--- src/rtl/filter_ewma_sched.sv ---
// Multi-channel EWMA filter: one subtract/multiply/add datapath is time-shared round-robin
// across CHANNELS channels per sample frame, and all outputs are published together.
module filter_ewma_sched #(
  parameter int CHANNELS   = 4,
  parameter int DATA_BITS  = 12,
  parameter int ALPHA_BITS = 9
) (
  input  logic                             clk,
  input  logic                             rst,
  input  logic                             sample_tick,
  input  logic [CHANNELS*DATA_BITS-1:0]    din,
  input  logic [CHANNELS*ALPHA_BITS-1:0]   alpha,
  input  logic [CHANNELS-1:0]              chan_enable,
  output logic [CHANNELS*DATA_BITS-1:0]    dout,
  output logic                             dout_valid,
  output logic                             busy,
  output logic                             overrun
);

  localparam int CH_W   = (CHANNELS > 1) ? $clog2(CHANNELS) : 1;
  localparam int SUM_W  = DATA_BITS + 1;
  localparam int PROD_W = DATA_BITS + ALPHA_BITS + 1;
  localparam logic [CH_W-1:0] LAST_CH = CH_W'(CHANNELS - 1);

  typedef enum logic [1:0] {IDLE, CALC, WRITE, DONE} state_t;

  state_t                       state, state_nxt;
  logic [CH_W-1:0]              ch;

  logic signed [DATA_BITS-1:0]  x_snap [CHANNELS];
  logic signed [ALPHA_BITS-1:0] a_snap [CHANNELS];
  logic [CHANNELS-1:0]          en_snap;
  logic signed [DATA_BITS-1:0]  y [CHANNELS];
  logic signed [PROD_W-1:0]     prod_p1;

  logic signed [DATA_BITS-1:0]  x_cur, y_cur, y_new;
  logic signed [ALPHA_BITS-1:0] a_cur;
  logic signed [SUM_W-1:0]      diff_p0, step_p1, sum_p1;
  logic signed [PROD_W-1:0]     prod_p0;

  function automatic logic signed [ALPHA_BITS-1:0] clamp_alpha(
    input logic signed [ALPHA_BITS-1:0] a
  );
    return a[ALPHA_BITS-1] ? '0 : a;
  endfunction

  function automatic logic signed [DATA_BITS-1:0] sat(input logic signed [SUM_W-1:0] v);
    if (v[SUM_W-1] != v[SUM_W-2])
      return v[SUM_W-1] ? {1'b1, {(DATA_BITS-1){1'b0}}} : {1'b0, {(DATA_BITS-1){1'b1}}};
    return v[DATA_BITS-1:0];
  endfunction

  // Stage p0 (CALC): error times alpha; stage p1 (WRITE): floor-scaled step added to state
  always_comb begin
    x_cur   = x_snap[ch];
    y_cur   = y[ch];
    a_cur   = clamp_alpha(a_snap[ch]);
    diff_p0 = SUM_W'(x_cur) - SUM_W'(y_cur);
    prod_p0 = PROD_W'(diff_p0) * PROD_W'(a_cur);
    step_p1 = SUM_W'(prod_p1 >>> 8);
    sum_p1  = SUM_W'(y_cur) + step_p1;
    y_new   = en_snap[ch] ? sat(sum_p1) : y_cur;
  end

  // Frame snapshot and product register carry no reset; they are always written before use
  always_ff @(posedge clk) begin
    if (state == IDLE && sample_tick) begin
      for (int c = 0; c < CHANNELS; c++) begin
        x_snap[c] <= din[c*DATA_BITS +: DATA_BITS];
        a_snap[c] <= alpha[c*ALPHA_BITS +: ALPHA_BITS];
      end
      en_snap <= chan_enable;
    end
    if (state == CALC)
      prod_p1 <= prod_p0;
  end

  always_comb begin
    state_nxt = state;
    case (state)
      IDLE:    if (sample_tick) state_nxt = CALC;
      CALC:    state_nxt = WRITE;
      WRITE:   state_nxt = (ch == LAST_CH) ? DONE : CALC;
      DONE:    state_nxt = IDLE;
      default: state_nxt = IDLE;
    endcase
  end

  // dout is loaded on the edge that writes the last channel, so the DONE cycle carries valid
  always_ff @(posedge clk or posedge rst) begin
    if (rst) begin
      state   <= IDLE;
      ch      <= '0;
      overrun <= 1'b0;
      dout    <= '0;
      for (int c = 0; c < CHANNELS; c++)
        y[c] <= '0;
    end else begin
      state   <= state_nxt;
      overrun <= sample_tick && (state != IDLE);
      case (state)
        IDLE: if (sample_tick) ch <= '0;
        WRITE: begin
          y[ch] <= y_new;
          if (ch == LAST_CH) begin
            for (int c = 0; c < CHANNELS; c++)
              dout[c*DATA_BITS +: DATA_BITS] <= (CH_W'(c) == ch) ? y_new : y[c];
          end else begin
            ch <= ch + CH_W'(1);
          end
        end
        default: ;
      endcase
    end
  end

  assign busy       = (state != IDLE);
  assign dout_valid = (state == DONE);

endmodule
--- config.mk ---
export PLATFORM = sky130hd
export DESIGN_NAME = filter_ewma_sched
export DESIGN_NICKNAME = d
export VERILOG_FILES = /design/src/rtl/filter_ewma_sched.sv
export SDC_FILE = /design/constraint.sdc
export NUM_CORES = 1
export LEC_CHECK = 0
export CORE_UTILIZATION = 54
export CTS_BUF_LIST = sky130_fd_sc_hd__clkbuf_8
export DETAILED_ROUTE_END_ITERATION = 6
export PLACE_DENSITY = 0.82
export SLEW_MARGIN = 20
export SYNTH_ARGS = -nofsm -noshare
export SYNTH_HDL_FRONTEND = slang
export SYNTH_SLANG_ARGS = --single-unit
--- constraint.sdc ---
create_clock -name clk -period 8.42 [get_ports clk]
set_clock_uncertainty 0.15 [all_clocks]
set_input_delay 2.526 -clock clk [delete_from_list [all_inputs] [get_ports clk]]
set_output_delay 2.526 -clock clk [all_outputs]
set_load 0.02 [all_outputs]
==> flow_summary_export.csv <==
group,metric,value,unit
sta,hold_viol,0,
finish,layout-drive-gt1-share,9.50,%
setup_path,start_kind,"flip-flop",
setup_path,cp.arrival,8.01,ns
placed_design,port_buffers,141,
yosys,yosys_warnings,0,
cts,post-cts-setup-buffers,0,
detailed_routing,ant_nets,0,
setup_path,cp_data_required_time,8.50,ns
die,core_area,23500,um^2
detailed_routing,drt_iter0_markers,713,
yosys,synth_edf_count,101,
sta,finalMaxSlewViolations,0,
sta,slew_headroom,32.1,%
cts,clock_latency,0.52,ns
cts,numCtsBuffers,34,
die,die-area,24700,um^2
die,start_util,55.2,%
setup_path,cp-end-kind,"flip-flop",
global_routing,gr-total-overflow,0,
global_routing,grt_pass1_vias,9853,
global_routing,antenna_found_initial,0,
detailed_routing,wl_per_cell,18.1,um
yosys,synth-main-ff-cell,"edfxtp_1",
detailed_routing,first_pass_iters,5,
die,ios,142,
yosys,yosysTopAreaCellShare,23.3,%
sta,fmax,0.126,GHz
outcome,status,"completed",
global_routing,grt_util_all_layers,26.0,%
flow_run,drv_cap,0,
yosys,synth_cell_types,60,
cts,clock-sinks,202,
sta,rsz0062_at_grt,"no",
cts,htree_levels,2,
yosys,syn_inst,1181,
yosys,netlist_area,13000,um^2
die,die_h,157,um
cts,root_buffer,"clkbuf_8",
yosys,synth_nets,1421,
yosys,synth-seq-cells,202,
detailed_routing,vias_per_cell,5.72,
yosys,synthTopCellsByCount,"inv_1 (133), nand2_1 (104), dfrtp_1 (101), edfxtp_1 (101), nor2_1 (100)",
detailed_routing,vias,9542,
cts,cts_tree,"built",
die,row_count,56,
finish,syn_to_final_growth,18.5,%
yosys,synth.area.top_cells,"edfxtp_1 (23%), dfrtp_1 (19%), fa_1 (13%)",
yosys,async_flop_share,50.0,%
finish,n_antenna_cell,0,
yosys,yosysSeqAreaShare,42.8,%
cts,cts.clk_slew.worst_paths,0.06,ns
placed_design,gp_congestion,0.890,
finish,nNetsFinal,1565,
finish,fillers,1776,
global_routing,grt_max_degree,69,
setup_path,crit_path_max_fanout,6,
detailed_routing,drc,0,
yosys,synth_top_area_cell,"edfxtp_1",
sta,min_period_over_period,94.2,%
sta,period_needed,7.94,ns
global_routing,grt_pass1_wl,49800,um
cts,clockBufferDepth,3,
setup_path,criticalPathCategory,"flip-flop to flip-flop",
placed_design,dp_hpwl,23500,um
sta,worst_pin_slew,1.02,ns
sta,tns,0,ns
sta,finalSetupViolations,0,
die,die_x,157,um
yosys,yosysMostFrequentCell,"inv_1",
setup_path,r2r_slack,0.48,ns
yosys,syn_area_per_cell,11.0,um^2
detailed_routing,finalWirelength,30200,um
worst_hold_path,hp-class,"flip-flop to flip-flop",
[final timing paths]
check,from,endpoint,depth (start not counted)
max,ch[0],prod_p1[20],26
min,y[11],y[11],2
max reg2reg,ch[0],prod_p1[20],26
min reg2reg,y[11],y[11],2
max in group asynchronous,rst,ch[0],3
min in group asynchronous,rst,dout[13],2
[timing repair]
| item | in CTS | in global routing |
|---|---|---|
| endpoints found under the setup margin | 0 | 7 |
| resized for setup | 0 | 9 |
| hold buffers | 0 | 0 |
[per-stage QoR]
step / cell area (um^2) / setup slack [ns] / util (%) / instances / hold WS [ns]
detailed placement: 14800 / 0.295 / 62.7 / 1608 / 0.324
finish: 15400 / 0.485 / 65.5 / 1667 / 0.338
floorplan: 13000 / 0.0332 / - / 1181 / 0.295
global placement: 14800 / 0.486 / 62.7 / 1608 / 0.319
global route: 15400 / 0.0403 / 65.5 / 1667 / 0.363
CTS: 15400 / 0.107 / 65.3 / 1667 / 0.338
[cells by family (layout without fill, tap and decap cells)]
family | after synthesis | count (layout) | share of synthesized area, %
AND/OR/NAND/NOR | 323 | 323 | 12.0
adder cells (fa/ha/maj) | 149 | 149 | 19.1
flip-flops | 202 | 202 | 42.8
AO/OA/AOI/OAI | 250 | 250 | 12.4
multiplexers | 35 | 35 | 5.62
buffers and inverters | 182 | 349 | 5.33
XOR/XNOR | 40 | 40 | 2.75
[state kept, by name, indices dropped and copies added, names as in the netlist]
name / cells
a_snap: 36
y: 48
prod_p1: 13
ch: 2
overrun: 1
dout: 48
x_snap: 48
en_snap: 4
state: 2
[metal layers]
metal | GRT usage (%) | routed length [um] | vias up
li1 | - | - | 4374
met1 | 33.4 | 12200 | 4738
met2 | 44.5 | 15300 | 361
met3 | 4.85 | 1990 | 69
met4 | 8.55 | 820 | 0
met5 | 0 | 0 | -
[area by class of cell]
type	instances	area [um^2]	area share, %
clock buffer	34	468	3.04
clock inverter	25	146	0.950
inverter	133	502	3.25
multi-input combinational	797	6800	44.1
sequential	202	5560	36.1
tap	319	399	2.59
timing repair buffer	157	1540	9.96
[cell usage in the layout (no fill, tap or decap), types with 6 or more instances in the layout]
| cell | count |
|---|---|
| xnor2_1 | 25 |
| mux4_2 | 29 |
| a21o_1 | 7 |
| a31oi_1 | 10 |
| o21ai_0 | 71 |
| nand2_1 | 103 |
| and2_1 | 6 |
| o211ai_1 | 7 |
| clkdlybuf4s50_1 | 141 |
| nor2b_1 | 14 |
| a211oi_1 | 8 |
| o22ai_1 | 6 |
| dfrtp_1 | 99 |
| nor2_1 | 99 |
| clkbuf_8 | 34 |
| a21oi_1 | 81 |
| o21ai_1 | 18 |
| nor3b_1 | 34 |
| a211oi_4 | 8 |
| fa_1 | 83 |
| ha_1 | 66 |
| or2_2 | 9 |
| buf_4 | 15 |
| nand2b_1 | 12 |
| edfxtp_1 | 101 |
| inv_1 | 138 |
| or3_1 | 8 |
| xor2_1 | 13 |
| clkinv_1 | 10 |
| nor3_1 | 11 |
[critical path: stages, from the launching register on]
cell and delay [ns]:
dfrtp_2 0.49, mux4_2 0.58, ha_1 0.26, fa_1 0.49, nor2b_1 0.15, o21ai_1 0.10
a21boi_1 0.34, o21ai_1 0.12, a21boi_1 0.33, nor2_1 0.17, xor2_1 0.33, nor2_1 0.12
fa_1 0.54, fa_1 0.52, fa_1 0.54, inv_1 0.06, fa_1 0.53, inv_1 0.04
ha_1 0.34, and4_1 0.23, o2111ai_1 0.09, o211ai_1 0.12, o2111ai_1 0.32, a31oi_2 0.18
a21o_1 0.23, a21oi_1 0.18, xnor2_1 0.09
Power is not shown: default switching activity piles up to over one toggle a cycle in this logic, so the estimate is an artifact.
